### src/rtl/keypad_scanner_p.sv
`default_nettype none
// =============================================================================
// Module   : keypad_scanner_p
// Function : Matrix keypad scanner with debounce, ghost rejection and
//            optional typematic repeat.
// Revision : 1.0
// =============================================================================
module keypad_scanner_p #(
  parameter int NROWS           = 4,
  parameter int NCOLS           = 4,
  parameter int SCAN_DIV        = 4,
  parameter int DEBOUNCE_CYCLES = 8,
  parameter int REPEAT_EN       = 0,
  parameter int HOLD_DELAY      = 64,
  parameter int REPEAT_PERIOD   = 16,
  localparam int KW             = $clog2(NROWS * NCOLS)
) (
  input  logic             clk,
  input  logic             rst,
  input  logic [NROWS-1:0] row_d,
  output logic [NCOLS-1:0] col_q,
  output logic [KW-1:0]    key_code,
  output logic             key_valid,
  output logic             key_repeat,
  output logic             key_held,
  output logic             key_release,
  output logic             multi_key
);

  localparam int RW   = $clog2(NROWS);
  localparam int CW   = $clog2(NCOLS);
  localparam int DW   = $clog2(SCAN_DIV);
  localparam int BW   = (DEBOUNCE_CYCLES > 1) ? $clog2(DEBOUNCE_CYCLES) : 1;
  localparam int RMAX = (HOLD_DELAY > REPEAT_PERIOD) ? HOLD_DELAY : REPEAT_PERIOD;
  localparam int RPW  = $clog2(RMAX + 1);

  localparam logic [1:0] S_SCAN     = 2'd0;
  localparam logic [1:0] S_DEBOUNCE = 2'd1;
  localparam logic [1:0] S_HELD     = 2'd2;
  localparam logic [1:0] S_RELEASE  = 2'd3;

  logic [NROWS-1:0] sync_q, row_s_q;
  logic [1:0]       state_q, state_d;
  logic [CW-1:0]    col_idx_q, col_idx_d;
  logic [NCOLS-1:0] col_oh_q, col_oh_d;
  logic [DW-1:0]    dwell_q, dwell_d;
  logic [BW-1:0]    deb_q, deb_d;
  logic [RW-1:0]    cand_row_q, cand_row_d;
  logic [CW-1:0]    cand_col_q, cand_col_d;
  logic [RPW-1:0]   rep_q, rep_d;
  logic             rep_first_q, rep_first_d;
  logic [KW-1:0]    key_code_q, key_code_d;
  logic             key_valid_q, key_valid_d;
  logic             key_repeat_q, key_repeat_d;
  logic             key_held_q, key_held_d;
  logic             key_release_q, key_release_d;
  logic             multi_key_q, multi_key_d;

  logic [CW-1:0]    col_next, cand_next;
  logic [RW-1:0]    row_enc;
  logic [NROWS-1:0] cand_oh;
  logic             rows_zero, rows_one, cand_bit;
  logic [RPW-1:0]   rep_inc, rep_thr;

  always_comb begin
    state_d       = state_q;
    col_idx_d     = col_idx_q;
    dwell_d       = dwell_q;
    deb_d         = deb_q;
    cand_row_d    = cand_row_q;
    cand_col_d    = cand_col_q;
    rep_d         = rep_q;
    rep_first_d   = rep_first_q;
    key_code_d    = key_code_q;
    key_valid_d   = 1'b0;
    key_repeat_d  = 1'b0;
    key_held_d    = key_held_q;
    key_release_d = 1'b0;
    multi_key_d   = 1'b0;

    col_next  = (col_idx_q == CW'(NCOLS - 1)) ? '0 : col_idx_q + 1'b1;
    cand_next = (cand_col_q == CW'(NCOLS - 1)) ? '0 : cand_col_q + 1'b1;
    rows_zero = (row_s_q == '0);
    rows_one  = !rows_zero && ((row_s_q & (row_s_q - 1'b1)) == '0);
    cand_oh   = {{(NROWS-1){1'b0}}, 1'b1} << cand_row_q;
    cand_bit  = row_s_q[cand_row_q];
    rep_inc   = rep_q + 1'b1;
    rep_thr   = rep_first_q ? RPW'(HOLD_DELAY) : RPW'(REPEAT_PERIOD);

    row_enc = '0;
    for (int r = 0; r < NROWS; r++) begin
      if (row_s_q[r]) row_enc = RW'(r);
    end

    case (state_q)
      S_SCAN: begin
        if (dwell_q == DW'(SCAN_DIV - 1)) begin
          dwell_d = '0;
          if (rows_one) begin
            cand_row_d = row_enc;
            cand_col_d = col_idx_q;
            deb_d      = '0;
            state_d    = S_DEBOUNCE;
          end else begin
            col_idx_d   = col_next;
            multi_key_d = !rows_zero;
          end
        end else begin
          dwell_d = dwell_q + 1'b1;
        end
      end

      S_DEBOUNCE: begin
        if (row_s_q != cand_oh) begin
          state_d   = S_SCAN;
          col_idx_d = cand_next;
          dwell_d   = '0;
        end else if (deb_q == BW'(DEBOUNCE_CYCLES - 1)) begin
          state_d     = S_HELD;
          deb_d       = '0;
          key_code_d  = KW'(cand_row_q) * KW'(NCOLS) + KW'(cand_col_q);
          key_valid_d = 1'b1;
          key_held_d  = 1'b1;
          rep_d       = '0;
          rep_first_d = 1'b1;
        end else begin
          deb_d = deb_q + 1'b1;
        end
      end

      // Leaving HELD takes priority, so a repeat due on that edge is dropped.
      S_HELD: begin
        if (!cand_bit) begin
          state_d = S_RELEASE;
          deb_d   = '0;
        end else if (REPEAT_EN != 0) begin
          if (rep_inc == rep_thr) begin
            key_valid_d  = 1'b1;
            key_repeat_d = 1'b1;
            rep_d        = '0;
            rep_first_d  = 1'b0;
          end else begin
            rep_d = rep_inc;
          end
        end
      end

      S_RELEASE: begin
        if (cand_bit) begin
          state_d = S_HELD;
          deb_d   = '0;
        end else if (deb_q == BW'(DEBOUNCE_CYCLES - 1)) begin
          state_d       = S_SCAN;
          deb_d         = '0;
          key_held_d    = 1'b0;
          key_release_d = 1'b1;
          col_idx_d     = cand_next;
          dwell_d       = '0;
        end else begin
          deb_d = deb_q + 1'b1;
        end
      end

      default: state_d = S_SCAN;
    endcase

    col_oh_d = {{(NCOLS-1){1'b0}}, 1'b1} << col_idx_d;
  end

  always_ff @(posedge clk or posedge rst) begin
    if (rst) begin
      sync_q        <= '0;
      row_s_q       <= '0;
      state_q       <= S_SCAN;
      col_idx_q     <= '0;
      col_oh_q      <= {{(NCOLS-1){1'b0}}, 1'b1};
      dwell_q       <= '0;
      deb_q         <= '0;
      cand_row_q    <= '0;
      cand_col_q    <= '0;
      rep_q         <= '0;
      rep_first_q   <= 1'b0;
      key_code_q    <= '0;
      key_valid_q   <= 1'b0;
      key_repeat_q  <= 1'b0;
      key_held_q    <= 1'b0;
      key_release_q <= 1'b0;
      multi_key_q   <= 1'b0;
    end else begin
      sync_q        <= row_d;
      row_s_q       <= sync_q;
      state_q       <= state_d;
      col_idx_q     <= col_idx_d;
      col_oh_q      <= col_oh_d;
      dwell_q       <= dwell_d;
      deb_q         <= deb_d;
      cand_row_q    <= cand_row_d;
      cand_col_q    <= cand_col_d;
      rep_q         <= rep_d;
      rep_first_q   <= rep_first_d;
      key_code_q    <= key_code_d;
      key_valid_q   <= key_valid_d;
      key_repeat_q  <= key_repeat_d;
      key_held_q    <= key_held_d;
      key_release_q <= key_release_d;
      multi_key_q   <= multi_key_d;
    end
  end

  assign col_q       = col_oh_q;
  assign key_code    = key_code_q;
  assign key_valid   = key_valid_q;
  assign key_repeat  = key_repeat_q;
  assign key_held    = key_held_q;
  assign key_release = key_release_q;
  assign multi_key   = multi_key_q;

endmodule

`default_nettype wire
### config.mk
export PLATFORM = sky130hd
export DESIGN_NAME = keypad_scanner_p
export DESIGN_NICKNAME = d
export VERILOG_FILES = /design/src/rtl/keypad_scanner_p.sv
export SDC_FILE = /design/constraint.sdc
export NUM_CORES = 1
export LEC_CHECK = 0
export BUFFER_PORTS_ARGS = -buffer_cell sky130_fd_sc_hd__buf_2
export CORE_UTILIZATION = 56
export CTS_BUF_LIST = sky130_fd_sc_hd__clkbuf_16
export CTS_CLUSTER_SIZE = 28
export DETAILED_ROUTE_END_ITERATION = 8
export GPL_ROUTABILITY_DRIVEN = 0
export GPL_TIMING_DRIVEN = 0
export PLACE_DENSITY = 0.79
export SYNTH_ARGS = -nofsm -noshare
export SYNTH_HDL_FRONTEND = slang
export SYNTH_SLANG_ARGS = --single-unit
### constraint.sdc
create_clock -name clk -period 5.31 [get_ports clk]
set_input_delay 0.7965 -clock clk [delete_from_list [all_inputs] [get_ports clk]]
set_output_delay 0.7965 -clock clk [all_outputs]
set_load 0.01 [all_outputs]
==> flow_summary.toml <==
[pwr]
peakVddDrop_uv = 411.4
p_clk_share_pct = 33.0
power_leakage_nw = 0.9090
p_int_mw = 0.5733
p_switching_mw = 0.2421
p_seq_share_pct = 42.6
switching_share_pct = 29.69
power_density_nw_per_um2 = 467.2
p_comb_share_pct = 24.4

[floorplanning]
die_w_um = 53.02
core_area_um2 = 2477
ios = 19
rows = 18
die_area_um2 = 2811
die_y_um = 53.02
initial_core_util_pct = 58.84

[global_routing]
grt_pass1_wl_mm = 4.436
antenna_found_initial = 0
grtUsageTotal_pct = 23.37
grt_pass1_vias = 974
grt_max_degree = 34
grt.overflow.total = 0

[clock_tree]
clk_latency_ns = 0.28
root_buffer = "clkbuf_16"
cts_resized = 0
clockBufferDepth = 2
cts_setup_buffers = 0
path_clk_slew_ns = 0.05
numCtsBuffers = 5
clock-sinks = 33
cts_tree = "yes"
ctsHoldBuffers = 0
htree_levels = 2

[routing]
wl_per_cell_um = 15.38
vias = 995
route.detailed.drc = 0
drtIter0Drc = 13
via_per_inst = 5.590
wirelength_mm = 2.738
first_pass_iters = 4
ant_nets = 0

[logic_synthesis]
synthCells = 122
ys_seq_area_share_pct = 56.74
avgSynthCellArea_um2 = 11.95
synthDistinctLibCells = 40
synth-xor-area-share_pct = 0.6009
synth_fa_ha_area_share_pct = 4.292
synth_compound_area_share_pct = 11.24
synth_area_um2 = 1458
synth-seq-cells = 33
yosys.area_share.simple_pct = 17.00
synth_top_family_by_area = "simple AND/OR/NAND/NOR gates"
ys_warn_count = 0
syn_nets = 133
synth.area.mux_share_pct = 6.180

[sta]
slew_headroom_pct = 56.84
hold_viol_final = 0
period_share_pct = 43.59
clock-skew-final_ns = 0.003516
grt_setup_unrepaired = "no"
tns_ns = 0
max_freq_mhz = 432.0
tightest_slew_ns = 0.6473
final-setup-viol-count = 0
fin_crit_ns = 2.315
slew_violations = 0

[finish]
final_util_pct = 70.45
layout_commonest_cell = "dfrtp_1"
num_antenna_cells = 0
syn_to_final_growth_pct = 19.74
drive_gt1_share_pct = 27.03
mostFrequentLayoutCells = "dfrtp_1 (32), buf_2 (18), nor2_1 (12), nand2_1 (7), mux2_2 (6)"
final_nets = 158

[worst_setup_path]
required_ns = 5.47
start_kind = "flip-flop"
crit_fanout = 7
path_class = "reg2reg"
worst_setup_path_end_kind = "flip-flop"
arrival_ns = 2.47

[job]
cap_violations = 0

[run_status]
status = "finished clean"

[placement]
port_buffers = 17
dp_hpwl_mm = 1.773

[hold_path]
hold_class = "reg2reg"
[path summary, 6_finish.rpt]
path / startpoint / to / slack (ns) / cells after the start
setup / recovery: cand_row_q[0]$_DFFE_PP0P_ / col_q[1]$_DFF_PP0_ / 3.00 / 5
max in group asynchronous: rst / deb_q[1]$_DFFE_PP0P_ / 4.33 / 3
min in group asynchronous: rst / sync_q[3]$_DFF_PP0_ / 0.54 / 2
hold / removal: sync_q[0]$_DFF_PP0_ / row_s_q[0]$_DFF_PP0_ / 0.34 / 0
setup reg to reg: cand_row_q[0]$_DFFE_PP0P_ / col_q[1]$_DFF_PP0_ / 3.00 / 5
hold reg to reg: sync_q[0]$_DFF_PP0_ / row_s_q[0]$_DFF_PP0_ / 0.34 / 0
[synth_stat cells]
| library cell | n | area share, % |
|---|---|---|
| a21oi_1 | 5 | 1.7 |
| nor3_1 | 3 | 1.0 |
| o21ai_1 | 1 | 0.34 |
| xor2_1 | 1 | 0.60 |
| nor4b_1 | 1 | 0.60 |
| a21o_1 | 2 | 1.0 |
| and4bb_2 | 1 | 0.86 |
| o21ai_0 | 4 | 1.4 |
| mux4_2 | 1 | 1.5 |
| and3_1 | 1 | 0.43 |
| nand2_1 | 7 | 1.8 |
| nor4_1 | 1 | 0.43 |
| and3b_1 | 2 | 1.2 |
| a221oi_1 | 1 | 0.60 |
| o211ai_1 | 1 | 0.52 |
| a221o_1 | 2 | 1.4 |
| nor3b_1 | 3 | 1.5 |
| buf_6 | 2 | 1.5 |
| nand2b_1 | 2 | 0.86 |
| o211a_1 | 1 | 0.69 |
| dfstp_2 | 1 | 1.8 |
| nor3_2 | 1 | 0.69 |
| nor2b_1 | 4 | 1.7 |
| mux2_2 | 6 | 4.6 |
| or3b_2 | 1 | 0.60 |
| a211o_1 | 1 | 0.60 |
| and2_1 | 2 | 0.86 |
| ha_1 | 5 | 4.3 |
| dfrtp_1 | 32 | 55 |
| inv_1 | 3 | 0.77 |
| buf_4 | 1 | 0.52 |
| or3b_4 | 1 | 0.77 |
| a41o_1 | 1 | 0.69 |
| conb_1 | 1 | 0.26 |
| nand3b_1 | 1 | 0.52 |
| nor2_1 | 12 | 3.1 |
| a22o_1 | 3 | 1.8 |
| buf_2 | 1 | 0.34 |
| clkbuf_1 | 2 | 0.52 |
| a211oi_1 | 1 | 0.52 |
[worst max-delay path, stage by stage, from the launching register on]
cell and delay (ns):
dfrtp_1 0.47, mux4_2 0.57, o21ai_1 0.27, o21ai_0 0.25
a221o_1 0.46, nor2b_1 0.17
[per-layer routing]
metal,track usage [%],vias to the layer above,wire length (µm)
li1,-,480,-
met1,29.43,485,1235
met2,36.08,25,1318
met3,10.34,5,141
met4,7.018,0,42
met5,0,-,0
[kinds of logic after synthesis]
family	count (synthesis)
buffers and inverters	9
DFF	33
and+or+nand+nor	43
adders and majority gates	5
other	1
muxes	7
AOI/OAI and AO/OA	23
xor gates and xnor gates	1
[registers in the layout (all words and copies together), names as in the netlist, 2 cells and up]
name,count
dwell_q,2
row_s_q,4
col_q,4
cand_row_q,2
deb_q,3
sync_q,4
key_code,4
col_idx_q,2
cand_col_q,2
state_q,2
[final cells by class]
| type | count | area [µm²] |
|---|---|---|
| sequential | 33 | 827.0 |
| fill | 184 | 732.0 |
| multi-input combinational | 80 | 576.8 |
| clock buffer | 5 | 125.1 |
| timing repair buffer | 18 | 112.6 |
| buffer | 6 | 42.54 |
| tap | 30 | 37.54 |
| clock inverter | 3 | 12.51 |
| inverter | 3 | 11.26 |
[stage by stage]
step	cells	worst slack [ns]	power (mW)	cell area, µm²	hold WS (ns)
final	178	2.995	0.8155	1745	0.3447
after global routing	178	2.888	0.8633	1745	0.3520
after CTS	177	3.028	0.8169	1718	0.3515
after detailed placement	169	3.055	0.5417	1580	0.3371
after global placement	169	3.082	0.5289	1580	0.3315
after floorplan	122	3.263	0.4886	1458	0.3312
[power by group through the flow]
stage | Sequential [mW] | Combinational, mW | Clock [mW]
6_report | 0.347 | 0.199 | 0.269
3_5_place_dp | 0.350 | 0.191 | 0
5_1_grt | 0.355 | 0.224 | 0.284
3_3_place_gp | 0.346 | 0.183 | 0
2_1_floorplan | 0.348 | 0.141 | 0
4_1_cts | 0.347 | 0.196 | 0.273
Power figures use the tool's default switching activity.
